### src/rtl/pulse_compression_pkg.sv
// Shared definitions for the pulse-compression chain: default widths,
// detector state encoding and a counter-width helper.
package pulse_compression_pkg;

  // Upstream I/Q width; the magnitude stage widens this by one bit.
  localparam int DATA_WIDTH_DEFAULT = 18;
  localparam int MAG_WIDTH          = DATA_WIDTH_DEFAULT + 1;

  // Peak detector states; encodings are shared with the magnitude stage bench.
  typedef enum logic [1:0] {
    IDLE    = 2'd0,
    SEARCH  = 2'd1,
    HOLDOFF = 2'd2
  } pd_state_t;

  // Bits needed to hold values 0..max_value, never less than one bit.
  function automatic int count_width(input int max_value);
    return (max_value < 1) ? 1 : $clog2(max_value + 1);
  endfunction

endpackage

### src/rtl/sample_index_counter.sv
// Enable-gated wrapping counter. A clear together with an increment loads 1,
// which lets a run counter start at the first sample of a new region.
module sample_index_counter #(
  parameter int INDEX_WIDTH = 16
) (
  input  logic                   i_clock,
  input  logic                   i_reset_n,
  input  logic                   i_clear,
  input  logic                   i_inc,
  output logic [INDEX_WIDTH-1:0] o_count
);

  logic [INDEX_WIDTH-1:0] r_count;

  // Count register: synchronous active-low reset, clear has priority, wraps silently.
  always_ff @(posedge i_clock) begin
    if (!i_reset_n) begin
      r_count <= '0;
    end else if (i_clear) begin
      r_count <= INDEX_WIDTH'(i_inc);
    end else if (i_inc) begin
      r_count <= r_count + INDEX_WIDTH'(1);
    end
  end

  assign o_count = r_count;

endmodule

### src/rtl/magnitude_peak_detector.sv
// Threshold peak detector for the magnitude stream: tracks the maximum of
// each above-threshold region, reports it as a one-cycle event, then ignores
// a fixed number of samples before re-arming.
module magnitude_peak_detector
  import pulse_compression_pkg::*;
#(
  parameter int DATA_WIDTH  = DATA_WIDTH_DEFAULT,
  parameter int INDEX_WIDTH = 16,
  parameter int HOLDOFF_LEN = 4,
  parameter int MAX_RUN     = 16
) (
  input  logic                   clock,
  input  logic                   resetN,
  input  logic                   enable,
  input  logic [DATA_WIDTH:0]    dataIn,
  input  logic [DATA_WIDTH:0]    threshold,
  output logic                   peakValid,
  output logic [DATA_WIDTH:0]    peakValue,
  output logic [INDEX_WIDTH-1:0] peakIndex,
  output logic [7:0]             peakCount,
  output logic                   busy
);

  localparam int RUN_W  = count_width(MAX_RUN);
  localparam int HOLD_W = count_width(HOLDOFF_LEN);

  pd_state_t              r_state, w_state_next;
  logic [DATA_WIDTH:0]    r_max_val, w_max_val_next;
  logic [INDEX_WIDTH-1:0] r_max_idx, w_max_idx_next;
  logic                   r_peak_valid, w_peak_valid_next;
  logic [DATA_WIDTH:0]    r_peak_value, w_peak_value_next;
  logic [INDEX_WIDTH-1:0] r_peak_index, w_peak_index_next;
  logic [7:0]             r_peak_count, w_peak_count_next;
  logic                   r_busy, w_busy_next;

  logic                   w_above;
  logic                   w_report;
  logic                   w_run_clear, w_run_inc;
  logic                   w_hold_clear, w_hold_inc;
  logic [INDEX_WIDTH-1:0] w_sample_idx;
  logic [RUN_W-1:0]       w_run_count;
  logic [HOLD_W-1:0]      w_hold_count;

  assign w_above = (dataIn > threshold);

  // Free-running index of accepted samples, independent of detector state.
  sample_index_counter #(.INDEX_WIDTH(INDEX_WIDTH)) u_sample_index (
    .i_clock   (clock),
    .i_reset_n (resetN),
    .i_clear   (1'b0),
    .i_inc     (enable),
    .o_count   (w_sample_idx)
  );

  // Number of above-threshold samples held in the current region.
  sample_index_counter #(.INDEX_WIDTH(RUN_W)) u_run_count (
    .i_clock   (clock),
    .i_reset_n (resetN),
    .i_clear   (w_run_clear),
    .i_inc     (w_run_inc),
    .o_count   (w_run_count)
  );

  // Number of samples ignored since the last report.
  sample_index_counter #(.INDEX_WIDTH(HOLD_W)) u_hold_count (
    .i_clock   (clock),
    .i_reset_n (resetN),
    .i_clear   (w_hold_clear),
    .i_inc     (w_hold_inc),
    .o_count   (w_hold_count)
  );

  // State and output registers; reset discards any region and pending report.
  always_ff @(posedge clock) begin
    if (!resetN) begin
      r_state      <= IDLE;
      r_max_val    <= '0;
      r_max_idx    <= '0;
      r_peak_valid <= 1'b0;
      r_peak_value <= '0;
      r_peak_index <= '0;
      r_peak_count <= '0;
      r_busy       <= 1'b0;
    end else begin
      r_state      <= w_state_next;
      r_max_val    <= w_max_val_next;
      r_max_idx    <= w_max_idx_next;
      r_peak_valid <= w_peak_valid_next;
      r_peak_value <= w_peak_value_next;
      r_peak_index <= w_peak_index_next;
      r_peak_count <= w_peak_count_next;
      r_busy       <= w_busy_next;
    end
  end

  // Next-state logic: region tracking, forced report on run overflow, holdoff.
  always_comb begin
    w_state_next      = r_state;
    w_max_val_next    = r_max_val;
    w_max_idx_next    = r_max_idx;
    w_peak_valid_next = 1'b0;
    w_peak_value_next = r_peak_value;
    w_peak_index_next = r_peak_index;
    w_peak_count_next = r_peak_count;
    w_report          = 1'b0;
    w_run_clear       = 1'b0;
    w_run_inc         = 1'b0;
    w_hold_clear      = 1'b0;
    w_hold_inc        = 1'b0;

    if (enable) begin
      case (r_state)
        IDLE: begin
          if (w_above) begin
            w_state_next   = SEARCH;
            w_max_val_next = dataIn;
            w_max_idx_next = w_sample_idx;
            w_run_clear    = 1'b1;
            w_run_inc      = 1'b1;
          end
        end
        SEARCH: begin
          // A full run forces a report; the overflowing sample is dropped.
          if (w_above && (int'(w_run_count) != MAX_RUN)) begin
            w_run_inc = 1'b1;
            if (dataIn > r_max_val) begin
              w_max_val_next = dataIn;
              w_max_idx_next = w_sample_idx;
            end
          end else begin
            w_report = 1'b1;
          end
        end
        HOLDOFF: begin
          w_hold_inc = 1'b1;
          if (int'(w_hold_count) + 1 >= HOLDOFF_LEN) begin
            w_state_next = IDLE;
          end
        end
        default: w_state_next = IDLE;
      endcase

      if (w_report) begin
        w_peak_valid_next = 1'b1;
        w_peak_value_next = r_max_val;
        w_peak_index_next = r_max_idx;
        if (r_peak_count != 8'hFF) begin
          w_peak_count_next = r_peak_count + 8'd1;
        end
        w_hold_clear = 1'b1;
        w_run_clear  = 1'b1;
        w_state_next = (HOLDOFF_LEN == 0) ? IDLE : HOLDOFF;
      end
    end

    w_busy_next = (w_state_next != IDLE);
  end

  assign peakValid = r_peak_valid;
  assign peakValue = r_peak_value;
  assign peakIndex = r_peak_index;
  assign peakCount = r_peak_count;
  assign busy      = r_busy;

endmodule

### config.mk
export PLATFORM = sky130hd
export DESIGN_NAME = magnitude_peak_detector
export DESIGN_NICKNAME = d
export VERILOG_FILES = /design/src/rtl/pulse_compression_pkg.sv /design/src/rtl/sample_index_counter.sv /design/src/rtl/magnitude_peak_detector.sv
export SDC_FILE = /design/constraint.sdc
export NUM_CORES = 1
export LEC_CHECK = 0
export ABC_AREA = 0
export CORE_UTILIZATION = 50
export CTS_BUF_LIST = sky130_fd_sc_hd__clkbuf_8
export DETAILED_ROUTE_END_ITERATION = 10
export PLACE_DENSITY = 0.82
export SETUP_SLACK_MARGIN = 0.4
export SLEW_MARGIN = 25
export SYNTH_ARGS = -nofsm -noshare
export SYNTH_HDL_FRONTEND = slang
export SYNTH_SLANG_ARGS = --single-unit
### constraint.sdc
create_clock -name clock -period 2.3 [get_ports clock]
set_input_delay 0.46 -clock clock [delete_from_list [all_inputs] [get_ports clock]]
set_output_delay 0.46 -clock clock [all_outputs]
set_load 0.01 [all_outputs]
==> metrics.md <==
| Metric | Value |
|---|---|
| Fraction of power spent switching nets | `30.6%` |
| Cell-internal power | `2680 µW` |
| Worst Setup Slack post-DPL | `-0.841 ns` |
| Hold Violations, Final | `0` |
| Chip Width | `104 µm` |
| Via count of the first global-routing pass | `4917` |
| Remaining antenna violation count after routing | `0` |
| Number of library cell types mapped by synthesis | `45` |
| Drt via density | `5.74` |
| Syn Nets | `715` |
| Core outline area | `10200 µm²` |
| Clock Latency Late Sink | `0.40 ns` |
| Crit start category | `input port` |
| Number of detailed-routing iterations run before antenna repair | `5` |
| Async set or reset register ratio after synthesis | `0%` |
| Final critical-path setup slack | `-0.151 ns` |
| Critical path launch point | `threshold[4]` |
| Top_reg_cell synth | `sky130_fd_sc_hd__dfxtp_1` |
| Total global-route track usage | `26.5%` |
| Number of warnings printed during yosys synthesis | `0` |
| Overall routed net length | `16600 µm` |
| Number of diodes | `0` |
| Worst-case register-to-register setup slack | `0 ns` |
| Data arrival time of the worst path | `2.77 ns` |
| Net switching component of the power | `1180 µW` |
| Top post-synthesis cells by count | `sky130_fd_sc_hd__nand2_1 (167), sky130_fd_sc_hd__dfxtp_1 (106), sky130_fd_sc_hd__a21oi_1 (55)` |
| Result of the run | `complete, but fails checks` |
| Detailed placer's ending HPWL | `9200 µm` |
| Reg2reg path depth | `11` |
| Final setup skew | `0.0247 ns` |
| Number of enable flip-flop cells after synthesis | `0` |
| Peak supply drop | `0.337 mV` |
| Max_slew headroom | `65.9%` |
| Share of post-route cells with drive strength above 1 | `27.4%` |
| Synth Cell Area | `5250 µm²` |
| Max-cap violations | `0` |
| Synthesized flop and latch total | `106` |
| Failing checks | `setup timing` |
| Transition time of the tightest slew-check pin | `0.511 ns` |
| Routed wire per std cell | `18.5 µm` |
| Final-report setup violation count | `67` |
| Number of buffers inserted by port buffering | `85` |
| Final Wtd Congestion | `0.829` |
| Initial standard-cell utilization of the core | `51.3%` |
| Period minus WS final | `2.45 ns` |
| Library cell occupying the most area in the post-synthesis netlist | `sky130_fd_sc_hd__dfxtp_1` |
| Rows | `37` |
| Area grow syn2layout | `44.2%` |
| Maximum number of pins on one net before global-route repair | `74` |
| Area of all placed cells without fillers | `7560 µm²` |
| CTS tree | `built` |
| Average footprint of a synthesized cell | `8.31 µm²` |
| RR Endpoint | `r_max_val[6]$_SDFFE_PN0P_` |
| Total Power | `3860 µW` |
| Worst setup EP type | `flip-flop` |
| Seq/Total Area, Yosys | `40.4%` |
| Unrepaired setup endpoints after global routing | `true` |
| Number of antenna violations at the first check in global routing | `0` |
| # nets final | `843` |
| CP Max Fanout | `7` |
| Count of hold-fix buffers inserted at cts | `0` |
| Proportion of netlist area held by the largest area contributor | `40.4%` |
| Leakage power total | `0.00288 µW` |
| Total power divided by cell area | `511 nW/µm²` |
| R2r startpoint | `r_max_val[10]$_SDFFE_PN0P_` |
| Crit path required time | `2.61 ns` |
| Mapped Cells | `631` |
| Post-CTS clock slew at the launch and capture registers of the worst setup and hold paths | `0.11 ns` |
| Via count | `5163` |
| Path type of the worst min-delay path | `in2reg` |
| Min-Delay Path Depth | `3` |
| Sink Count | `106` |
| Count of unresolved DRC violations after routing | `0` |
| Die span in y | `104 µm` |
| Worst Hold Margin | `0.368 ns` |
| Clock buffer count from CTS | `9` |
| Global-route wire length before repair | `23400 µm` |
| Endpoint, Worst Hold | `r_max_val[1]$_SDFFE_PN0P_` |
| Largest buffer count on any clock path | `2` |
| Final Max Slew Viols | `0` |
| Cell types with the largest area share after synthesis | `sky130_fd_sc_hd__dfxtp_1 (40%), sky130_fd_sc_hd__nand2_1 (12%), sky130_fd_sc_hd__ha_1 (10%)` |
| Area post-placement | `6650 µm²` |
| Most numerous cell in the Yosys netlist | `sky130_fd_sc_hd__nand2_1` |
| Final clock period utilization by the worst path | `107%` |
| Initial detailed-routing violation count | `410` |
| Part of the power in combinational logic | `18.9%` |
| Timing-limited maximum frequency | `408 MHz` |
| Startpoint of the worst hold path | `dataIn[1]` |
| Area of the die | `10900 µm²` |
| Clock share of power | `31.8%` |
| IO Count | `86` |
| Total grt overflow | `0` |
| Total negative slack for setup checks | `-3.88 ns` |
| Worst setup path class | `in2reg` |
| Clock H-tree levels | `3` |
| Clock root buffer | `sky130_fd_sc_hd__clkbuf_8` |
| Fraction of power consumed by sequential logic | `49.4%` |
[state kept, by name (all words and copies together) (netlist names)]
signal / flops
r_max_val: 19
r_max_idx: 16
peakCount: 8
peakValid: 1
u_hold_count.o_count: 3
r_state: 2
peakIndex: 16
peakValue: 19
u_run_count.o_count: 5
u_sample_index.o_count: 16
busy: 1
[layout make-up]
cell class              instances  area, µm²
well taps                     136        170
flip-flops and latches        106       2130
fillers                       623       2670
clock buffers                   9        124
multi-input cells             450       3300
inverters                      43        196
clock inverters                 7       88.8
repair buffers                149       1560
[placed cells by master, fill, tap and decap left out, drive strengths merged, types with 19 or more instances in the layout]
cell type | Yosys | layout
buf | 10 | 81
mux2i | 41 | 41
nor2 | 28 | 28
clkdlybuf4s50 | 0 | 46
nand2 | 167 | 167
clkbuf | 22 | 19
dfxtp | 106 | 106
inv | 43 | 48
ha | 43 | 43
a21oi | 55 | 55
[logic make-up (layout without fill, tap and decap cells)]
logic type,count (synthesis),in the layout,synth area share [%]
and+or+nand+nor,262,262,22.4
DFF,106,106,40.4
AOI/OAI and AO/OA,87,87,9.37
buffers and inverters,75,208,6.89
adders and majority gates,43,43,10.3
muxes,41,41,7.82
xor gates and xnor gates,17,17,2.84
[power by group through the flow]
stage	clock [µW]	combinational, µW	sequential, µW
4_1_cts	1210	632	1900
3_3_place_gp	0	520	1940
2_1_floorplan	0	335	1940
6_report	1230	729	1910
5_1_grt	1290	776	1910
3_5_place_dp	0	546	1940
[per-layer routing]
| metal | share of wire, % | vias up | GRT usage (%) |
|---|---|---|---|
| li1 | - | 2368 | - |
| met1 | 40 | 2482 | 31.6 |
| met2 | 50 | 256 | 47.3 |
| met3 | 6.6 | 57 | 3.76 |
| met4 | 3.5 | 0 | 11.3 |
| met5 | 0 | - | 0 |
[what timing repair did]
action	4_1_cts	5_1_grt
gates resized for setup	162	70
pin swaps	24	21
endpoints found under the hold margin	0	0
setup buffers	9	10
endpoints found under the setup margin	90	94
cloned	4	3
[worst max-delay path: stages]
cell,delay [ns]
sky130_fd_sc_hd__buf_6,0.07
sky130_fd_sc_hd__inv_2,0.04
sky130_fd_sc_hd__ha_4,0.26
sky130_fd_sc_hd__nand4_1,0.26
sky130_fd_sc_hd__nor4_4,0.44
sky130_fd_sc_hd__o21ai_2,0.13
sky130_fd_sc_hd__o2111ai_4,0.13
sky130_fd_sc_hd__and4_4,0.27
sky130_fd_sc_hd__and3_4,0.26
sky130_fd_sc_hd__buf_6,0.14
sky130_fd_sc_hd__buf_16,0.13
sky130_fd_sc_hd__mux2i_1,0.19
[stage by stage]
step	instances	utilization (%)
3_5_place_dp	858	65.0
5_1_grt	900	73.9
2_1_floorplan	631	-
4_1_cts	887	70.7
3_3_place_gp	858	65.0
6_report	900	73.9
[worst max path at each step]
stage	cells past startpoint	end
after floorplan	11	r_max_idx[0]$_SDFFE_PN0P_
after global placement	10	u_run_count.o_count[3]$_SDFFE_PP0P_
after detailed placement	10	peakCount[0]$_SDFFE_PN0P_
after CTS	12	r_max_val[5]$_SDFFE_PN0P_
after global routing	12	r_max_val[7]$_SDFFE_PN0P_
final	12	r_max_val[6]$_SDFFE_PN0P_
Power figures use the tool's default switching activity.
